<file path="src/rtl/solix_pkg.sv">
// solix_pkg: opcodes, flag indices and FSM state shared by the ALU sequencer and its bench
package solix_pkg;
    localparam logic [2:0] ALU_ADD  = 3'b000;
    localparam logic [2:0] ALU_SUB  = 3'b001;
    localparam logic [2:0] ALU_AND  = 3'b010;
    localparam logic [2:0] ALU_OR   = 3'b011;
    localparam logic [2:0] ALU_XOR  = 3'b100;
    localparam logic [2:0] ALU_NOT  = 3'b101;
    localparam logic [2:0] ALU_SHL1 = 3'b110;
    localparam logic [2:0] ALU_SHR1 = 3'b111;

    localparam logic [3:0] OP_SHLN = 4'b1000;
    localparam logic [3:0] OP_SHRN = 4'b1001;
    localparam logic [3:0] OP_MUL  = 4'b1010;

    localparam int FLAG_Z = 3;
    localparam int FLAG_N = 2;
    localparam int FLAG_C = 1;
    localparam int FLAG_O = 0;

    typedef enum logic [1:0] {IDLE, EXEC, DONE} state_t;

    function automatic logic [3:0] pack_flags(input logic z, input logic n, input logic c, input logic o);
        logic [3:0] f;
        f = 4'b0;
        f[FLAG_Z] = z;
        f[FLAG_N] = n;
        f[FLAG_C] = c;
        f[FLAG_O] = o;
        return f;
    endfunction
endpackage

</file>
<file path="src/rtl/alu_sequencer.sv">
// alu_sequencer: runs single ALU ops, multi-cycle shifts and a shift-add multiply on an external ALU
module alu_sequencer
    import solix_pkg::*;
(
    input  logic        clk,
    input  logic        rst_n,
    input  logic        cmd_valid,
    output logic        cmd_ready,
    input  logic [3:0]  cmd_op,
    input  logic [15:0] cmd_a,
    input  logic [15:0] cmd_b,
    output logic        rsp_valid,
    input  logic        rsp_ready,
    output logic [15:0] rsp_result,
    output logic [3:0]  rsp_flags,
    output logic        rsp_err,
    output logic [15:0] alu_a,
    output logic [15:0] alu_b,
    output logic [2:0]  alu_op,
    input  logic [15:0] alu_result,
    input  logic        alu_zero,
    input  logic        alu_negative,
    input  logic        alu_carry,
    input  logic        alu_overflow
);
    state_t state, state_nx;
    logic        live;
    logic [3:0]  op;
    logic [15:0] opa, opb, res, mul_acc;
    logic [4:0]  cnt;
    logic [3:0]  flags;
    logic        err;
    logic        is_single, is_shift, is_mul, zero_n, accept, shift_in;

    assign is_single  = ~op[3];
    assign is_shift   = op == OP_SHLN || op == OP_SHRN;
    assign is_mul     = op == OP_MUL;
    assign zero_n     = opb[3:0] == 4'd0;
    assign cmd_ready  = state == IDLE && live;
    assign rsp_valid  = state == DONE;
    assign rsp_result = res;
    assign rsp_flags  = flags;
    assign rsp_err    = err;
    assign accept     = cmd_valid && cmd_ready;
    assign shift_in   = cmd_op == OP_SHLN || cmd_op == OP_SHRN;
    assign mul_acc    = opb[0] ? alu_result : res;

    always_comb begin
        state_nx = state;
        alu_a    = 16'h0;
        alu_b    = 16'h0;
        alu_op   = ALU_ADD;
        if (state == IDLE && accept) state_nx = EXEC;
        else if (state == EXEC && cnt == 5'd0) state_nx = DONE;
        else if (state == DONE && rsp_ready) state_nx = IDLE;
        if (state == EXEC) begin
            alu_a  = is_single ? opa : res;
            alu_b  = is_single ? opb : is_mul ? opa : 16'h0;
            alu_op = is_single ? op[2:0] :
                     is_shift ? (zero_n ? ALU_OR : op == OP_SHLN ? ALU_SHL1 : ALU_SHR1) : ALU_ADD;
        end
    end

    // res doubles as the shift working register and the multiply accumulator
    always_ff @(posedge clk) begin
        if (!rst_n) begin
            state <= IDLE;
            live  <= 1'b0;
            op    <= 4'h0;
            opa   <= 16'h0;
            opb   <= 16'h0;
            res   <= 16'h0;
            cnt   <= 5'd0;
            flags <= 4'h0;
            err   <= 1'b0;
        end else begin
            state <= state_nx;
            live  <= 1'b1;
            if (state == IDLE && accept) begin
                op    <= cmd_op;
                opa   <= cmd_a;
                opb   <= cmd_b;
                err   <= cmd_op > OP_MUL;
                flags <= 4'h0;
                res   <= shift_in ? cmd_a : 16'h0;
                cnt   <= cmd_op == OP_MUL ? 5'd15 :
                         (shift_in && cmd_b[3:0] != 4'd0) ? {1'b0, cmd_b[3:0]} - 5'd1 : 5'd0;
            end else if (state == EXEC) begin
                cnt <= cnt == 5'd0 ? 5'd0 : cnt - 5'd1;
                if (is_single || is_shift) begin
                    res   <= alu_result;
                    flags <= pack_flags(alu_zero, alu_negative,
                                        alu_carry && !(is_shift && zero_n),
                                        alu_overflow && !(is_shift && zero_n));
                end else if (is_mul) begin
                    opa   <= opa << 1;
                    opb   <= opb >> 1;
                    res   <= mul_acc;
                    flags <= pack_flags(mul_acc == 16'h0, mul_acc[15], 1'b0, 1'b0);
                end
            end
        end
    end
endmodule

</file>
<file path="config.mk">
export PLATFORM = sky130hd
export DESIGN_NAME = alu_sequencer
export DESIGN_NICKNAME = d
export VERILOG_FILES = /design/src/rtl/solix_pkg.sv /design/src/rtl/alu_sequencer.sv
export SDC_FILE = /design/constraint.sdc
export NUM_CORES = 1
export LEC_CHECK = 0
export ABC_AREA = 1
export CAP_MARGIN = 40
export CORE_MARGIN = 10
export CORE_UTILIZATION = 25
export CTS_CLUSTER_SIZE = 14
export DETAILED_ROUTE_END_ITERATION = 8
export PLACE_DENSITY_LB_ADDON = 0.05
export REMOVE_ABC_BUFFERS = 1
export SLEW_MARGIN = 25
export SYNTH_ARGS = -nofsm -noshare
export SYNTH_HDL_FRONTEND = slang
export SYNTH_SLANG_ARGS = --single-unit
</file>
<file path="constraint.sdc">
create_clock -name clk -period 1.7 [get_ports clk]
set_input_delay 0.255 -clock clk [delete_from_list [all_inputs] [get_ports clk]]
set_output_delay 0.255 -clock clk [all_outputs]
set_load 0.05 [all_outputs]
</file>
==> results of run 1 <==
-- synth_stat cells, types with 2 or more instances --
cell,n
nand2_1,181
dfxtp_1,65
o21ai_0,61
inv_1,60
nor2_1,59
a21oi_1,49
nand3_1,40
o21ai_1,25
clkbuf_1,16
buf_2,13
nand3_2,11
a21oi_2,10
a31o_2,10
buf_4,8
nand4_1,8
a31oi_1,6
buf_6,4
nand2_2,4
nor2_2,4
o211ai_1,4
ha_1,3
inv_2,3
clkinv_1,2
nor2_4,2
nor3_1,2
-- stage by stage --
step | setup slack (ps) | setup TNS [ps] | hold slack (ps) | util, % | power, mW
floorplan | -784 | -22280 | 283 | - | 2.61
global placement | -31.9 | -141 | 460 | 38.2 | 3.41
detailed placement | -24.9 | -191 | 455 | 38.2 | 3.43
CTS | -224 | -7480 | 463 | 44.4 | 5.42
global route | -271 | -8940 | 483 | 48.8 | 5.91
finish | -207 | -6110 | 458 | 48.8 | 5.63
-- cell usage in the layout, fill, tap and decap left out, types with 28 or more instances in the layout --
cell	instances
o21ai_1	33
a21oi_2	28
nand2_1	171
clkdlybuf4s50_1	59
buf_4	93
buf_12	50
inv_1	56
nand3_1	35
nor2_1	41
dfxtp_1	58
-- area by class of cell --
class                           instances  area, sq um  share of cell area (%)
Tap cell                              220          275                    3.41
Inverter                               66          274                    3.40
Clock buffer                           14          264                    3.27
Multi-Input combinational cell        492         3070                    38.1
Sequential cell                        65         1320                    16.4
Timing Repair Buffer                  239         2860                    35.4
-- where the power goes --
| group | total, mW | switching (mW) | internal, mW | leakage, nW |
|---|---|---|---|---|
| sequential | 1.76 | 0.124 | 1.64 | 0.536 |
| clock | 1.74 | 0.689 | 1.05 | 0.129 |
| combinational | 2.13 | 1.21 | 0.913 | 2.65 |
-- per-layer routing --
metal,GRT usage [%],up-vias
met1,20.5,2401
met5,0,-
li1,-,2608
met3,4.74,29
met4,5.59,0
met2,27.4,139
-- sequential cells by signal, indices dropped and copies added, names as in the netlist --
name,count
opa,16
opb,16
live,1
op,4
state,2
rsp_err,1
cnt,5
rsp_result,16
rsp_flags,4
-- kinds of logic (layout without fill, tap and decap cells) --
| family | after synthesis | in the layout | synth area share [%] |
|---|---|---|---|
| AND/OR/NAND/NOR | 316 | 319 | 33.7 |
| flip-flops | 65 | 65 | 31.0 |
| adder cells (fa/ha/maj) | 3 | 3 | 0.895 |
| AO/OA/AOI/OAI | 169 | 169 | 22.6 |
| buffers and inverters | 108 | 319 | 11.5 |
| XOR/XNOR | 1 | 1 | 0.209 |
-- timing repair --
action	in CTS	in global routing
pin swaps	13	37
buffers inserted	27	25
cloned	7	6
resized for setup	109	130
endpoints found under the setup margin	36	89
-- worst register-to-register path: stages (launching register included) --
cell	delay [ps]
dfxtp_2	350
inv_4	60
nor2_8	220
buf_12	150
nand4_1	130
buf_4	170
buf_6	110
buf_6	110
buf_6	100
buf_6	100
buf_6	100
a31oi_1	130
-- path summary, 6_finish.rpt --
path / end / start / slack [ps]
max reg2reg: opa[2] / state[0] / -100
min reg2reg: rsp_err / rsp_err / 460
min: rsp_err / rsp_err / 460
max: alu_b[1] / op[3] / -210
==> metrics.log, run 1 <==
INFO  metric status = complete, but fails checks
INFO  metric failed_checks = setup timing
INFO  metric cp_top_family = buffers and inverters
INFO  metric die-area = 22400 sq um
INFO  metric routed_length_on_met2 = 9.75 mm
INFO  metric cts_hold_buffers = 0
INFO  metric ys_top_cells_by_area = dfxtp_1, nand2_1, o21ai_0, a21oi_1, inv_1
INFO  metric clockRootBuffer = clkbuf_16
INFO  metric synthArstFlopShare = 0%
INFO  metric synthDistinctLibCells = 37
INFO  metric max-clock-path-buffers = 2
INFO  metric finalWorstSetupSlack = -207 ps
INFO  metric path_cells = buf_12 > clkinvlp_4 > buf_12 > nand2_8 > o21ai_1 > buf_4 > buf_12
INFO  metric crit_path_end_kind = primary output
INFO  metric wire_length_of_the_first_global_routing_pass = 29.1 mm
INFO  metric floorplan.die.height = 150 microns
INFO  metric power.static_leakage = 3.31 nW
INFO  metric cts_tree = done
INFO  metric via_count_of_the_first_global_routing_pass = 5231
INFO  metric slew_at_the_pin_closest_to_its_max_slew_limit = 389 ps
INFO  metric wl = 19.8 mm
INFO  metric gate_count_of_the_mapped_netlist = 662
INFO  metric synth-seq-area-share = 31.0%
INFO  metric cts_inserted_buffers = 9
INFO  metric insertion_delay = 350 ps
INFO  metric syn_area = 4200 sq um
INFO  metric max_clock_skew = 5.09 ps
INFO  metric worst_setup_path_start_kind = flop
INFO  metric critical_path.max_stage_delay = 370 ps
INFO  metric vias_per_cell = 4.72
INFO  metric timing.critical_path.required = 1440 ps
INFO  metric final_net_count = 936
INFO  metric crit_slowest_cell = dfxtp_4
INFO  metric achievable-frequency = 0.524 GHz
INFO  metric met1Wirelength = 8.41 mm
INFO  metric synth_flop_cell = dfxtp_1
INFO  metric final_antenna_net_count = 0
INFO  metric vdd_drop_max = 0.557 mV
INFO  metric worst-endpoint-arrival = 1650 ps
INFO  metric rsz0062_at_grt = yes
INFO  metric place_hpwl = 13.1 mm
INFO  metric crit_path_frequent_cell = buf_12
INFO  metric flow.area_growth_from_synthesis = 92.2%
INFO  metric fillerInstances = 1588
INFO  metric antenna_found_initial = 0
INFO  metric grt_usage = 16.7%
INFO  metric hold_viol_final = 0
INFO  metric synth_seq_cells = 65
INFO  metric worst_hold_path_type = flop to flop
INFO  metric met3_wl = 1.19 mm
INFO  metric final-instance-count-excl-fill = 1096
INFO  metric worst_hold_path.num_cells = 2
INFO  metric critical_path_buf_inv_count = 5
INFO  metric final_layout_size_suffix_gt1_share = 38.9%
INFO  metric maximum_number_of_pins_on_one_net_before_global_route_repair = 29
INFO  metric rows = 47
INFO  metric drt_pre_antenna_iters = 5
INFO  metric worst_path_fanout_max = 8
INFO  metric post-route-period-util = 112%
INFO  metric num_vias = 5177
INFO  metric criticalPathCategory = flop to primary output
INFO  metric io_buffer_count = 117
INFO  metric synth_top_cell_by_area = dfxtp_1
INFO  metric min_period = 1910 ps
INFO  metric floorplan.io_pins = 118
INFO  metric area_of_the_core = 16500 sq um
INFO  metric ys.warnings.count = 0
INFO  metric max_cap_violations = 0
INFO  metric timing.critical_path.depth = 7
INFO  metric drt_first_iter_violations = 268
INFO  metric finalSetupViolCount = 40
INFO  metric synth_enable_flop_cells = 0
INFO  metric grt.overflow.total = 0
INFO  metric routedWlPerCell = 18.0 microns
INFO  metric yosys.area.top_type_share = 31.0%
INFO  metric placer_s_final_routability_congestion_estimate = 0.880
INFO  metric num_antenna_cells = 0
INFO  metric initial_core_util = 25.4%
INFO  metric clkTransAtPathRegs = 50 ps
INFO  metric slew_violations = 0
INFO  metric worst_slew_margin_rel = 74.0%
INFO  metric die-width = 150 microns
INFO  metric placement.cell_area = 6310 sq um
INFO  metric power_density = 699 nW/um^2
INFO  metric postSynthAreaPerCell = 6.34 sq um
INFO  metric drc_errors = 0
INFO  metric dr.max_layer_used = met4
INFO  metric timing.reg2reg.worst_path_depth = 11
INFO  metric cts_max_level = 3
INFO  metric finish.instance_area = 8060 sq um
INFO  metric clock-sinks = 65
INFO  metric placed_cells_incl_taps = 1022
No activity file was read; power rests on OpenSTA's default activity.
==> run 2: changes to the inputs <==
Clock period 1.7 ns to 1.84 ns, I/O delays scaled along.
==> metrics.log, run 2 (synthesized netlist as in run 1, its figures left out) <==
INFO  metric status = complete, but fails checks
INFO  metric failed_checks = setup timing
INFO  metric io_buffer_count = 117
INFO  metric via_count_of_the_first_global_routing_pass = 4973
INFO  metric fin_util = 42.6%
INFO  metric grt_usage = 16.1%
INFO  metric initial_core_util = 25.4%
INFO  metric crit_path_start = state[0]
INFO  metric final_antenna_net_count = 0
INFO  metric num_vias = 4922
INFO  metric worst_path_fanout_max = 7
INFO  metric clockRootBuffer = clkbuf_16
INFO  metric area_of_the_core = 16500 sq um
INFO  metric met1Wirelength = 8.30 mm
INFO  metric clock-sinks = 65
INFO  metric dr.max_layer_used = met4
INFO  metric floorplan.io_pins = 118
INFO  metric clkTransAtPathRegs = 50 ps
INFO  metric reg2reg_from = state[0]
INFO  metric power_density = 682 nW/um^2
INFO  metric timing.critical_path.required = 1560 ps
INFO  metric wl = 18.1 mm
INFO  metric max_cap_violations = 0
INFO  metric totalNegativeSetupSlack = -1660 ps
INFO  metric vdd_drop_max = 0.445 mV
INFO  metric maximum_number_of_pins_on_one_net_before_global_route_repair = 34
INFO  metric worst-endpoint-arrival = 1690 ps
INFO  metric layout_common_cells = nand2_1, buf_4, dfxtp_1
INFO  metric vias_per_cell = 4.73
INFO  metric finalSetupViolCount = 21
INFO  metric power = 4.80 mW
INFO  metric slew_violations = 0
INFO  metric slew_at_the_pin_closest_to_its_max_slew_limit = 355 ps
INFO  metric die-width = 150 microns
INFO  metric floorplan.die.height = 150 microns
INFO  metric die-area = 22400 sq um
INFO  metric finalWorstSetupSlack = -129 ps
INFO  metric max_clock_skew = 4.77 ps
INFO  metric routedWlPerCell = 17.4 microns
INFO  metric hold_viol_final = 0
INFO  metric crit_path_end_kind = primary output
INFO  metric max-clock-path-buffers = 2
INFO  metric place_hpwl = 12.8 mm
INFO  metric post-route-period-util = 107%
INFO  metric cts_tree = done
INFO  metric placer_s_final_routability_congestion_estimate = 0.852
INFO  metric cts_max_level = 3
INFO  metric cts_inserted_buffers = 9
INFO  metric rsz0062_at_grt = yes
INFO  metric wire_length_of_the_first_global_routing_pass = 28.1 mm
INFO  metric insertion_delay = 340 ps
INFO  metric timing.hold.worst.start = rsp_err
INFO  metric met3_wl = 929 microns
INFO  metric final_layout_size_suffix_gt1_share = 27.9%
INFO  metric num_antenna_cells = 0
INFO  metric worst_hold_slack_after_final_layout = 465 ps
INFO  metric antenna_found_initial = 0
INFO  metric placed_cells_incl_taps = 998
INFO  metric final_net_count = 879
INFO  metric power.static_leakage = 2.92 nW
INFO  metric min_period = 1970 ps
INFO  metric grt.overflow.total = 0
INFO  metric commonest_non_fill_non_tap_cell_in_the_layout = nand2_1
INFO  metric criticalPathCategory = flop to primary output
INFO  metric achievable-frequency = 0.508 GHz
INFO  metric drt_pre_antenna_iters = 5
INFO  metric worst_hold_path_type = flop to flop
INFO  metric routed_length_on_met2 = 8.58 mm
INFO  metric drt_first_iter_violations = 381
INFO  metric flow.area_growth_from_synthesis = 67.9%
INFO  metric worst_slew_margin_rel = 76.2%
INFO  metric drc_errors = 0
INFO  metric rows = 47
INFO  metric worst_setup_path_start_kind = flop
INFO  metric final-instance-count-excl-fill = 1040
==> run 2: what timing repair did <==
action | 4_1_cts | 5_1_grt
setup buffers | 19 | 7
endpoints found under the setup margin | 35 | 41
pin swaps | 10 | 11
cloned | 5 | 0
resized for setup | 81 | 19
hold buffers | 0 | 0
==> run 2: metal layers <==
metal  GRT usage, %  vias up
met4           4.47        0
li1               -     2475
met5              0        -
met3           4.14       21
met1           20.3     2290
met2           26.4      136
==> run 2: path summary, 6_finish.rpt <==
path | slack [ps] | cells past startpoint | to
worst min-delay path | 460 | 2 | rsp_err
worst min register to register | 460 | 2 | rsp_err
worst max register to register | -30 | 11 | opa[1]
worst max-delay path | -130 | 8 | alu_b[9]
==> run 2: critical path: stages (launching register included) <==
cell     delay (ps)
dfxtp_2         350
inv_4            50
nor2_8          120
buf_12          130
nand3_4         120
buf_12          190
nor2_4          120
a31o_4          130
buf_12          130
==> run 2: layout make-up <==
| type | count | area [sq um] |
|---|---|---|
| sequential | 65 | 1310 |
| fill | 1648 | 9480 |
| multi-input combinational | 489 | 2710 |
| inverter | 66 | 255 |
| timing repair buffer | 185 | 2240 |
| tap | 220 | 275 |
| clock buffer | 15 | 258 |
==> run 2: power by group <==
part	switching (mW)	internal [mW]	total [mW]
Combinational	0.970	0.631	1.60
Sequential	0.102	1.52	1.62
Clock	0.639	0.944	1.58
==> run 2: metrics by stage <==
step	setup slack, ps	area (sq um)
after global placement	59.7	6130
after detailed placement	47.8	6130
final	-129	7050
after CTS	-155	6970
after floorplan	-665	3960
after global routing	-202	7050
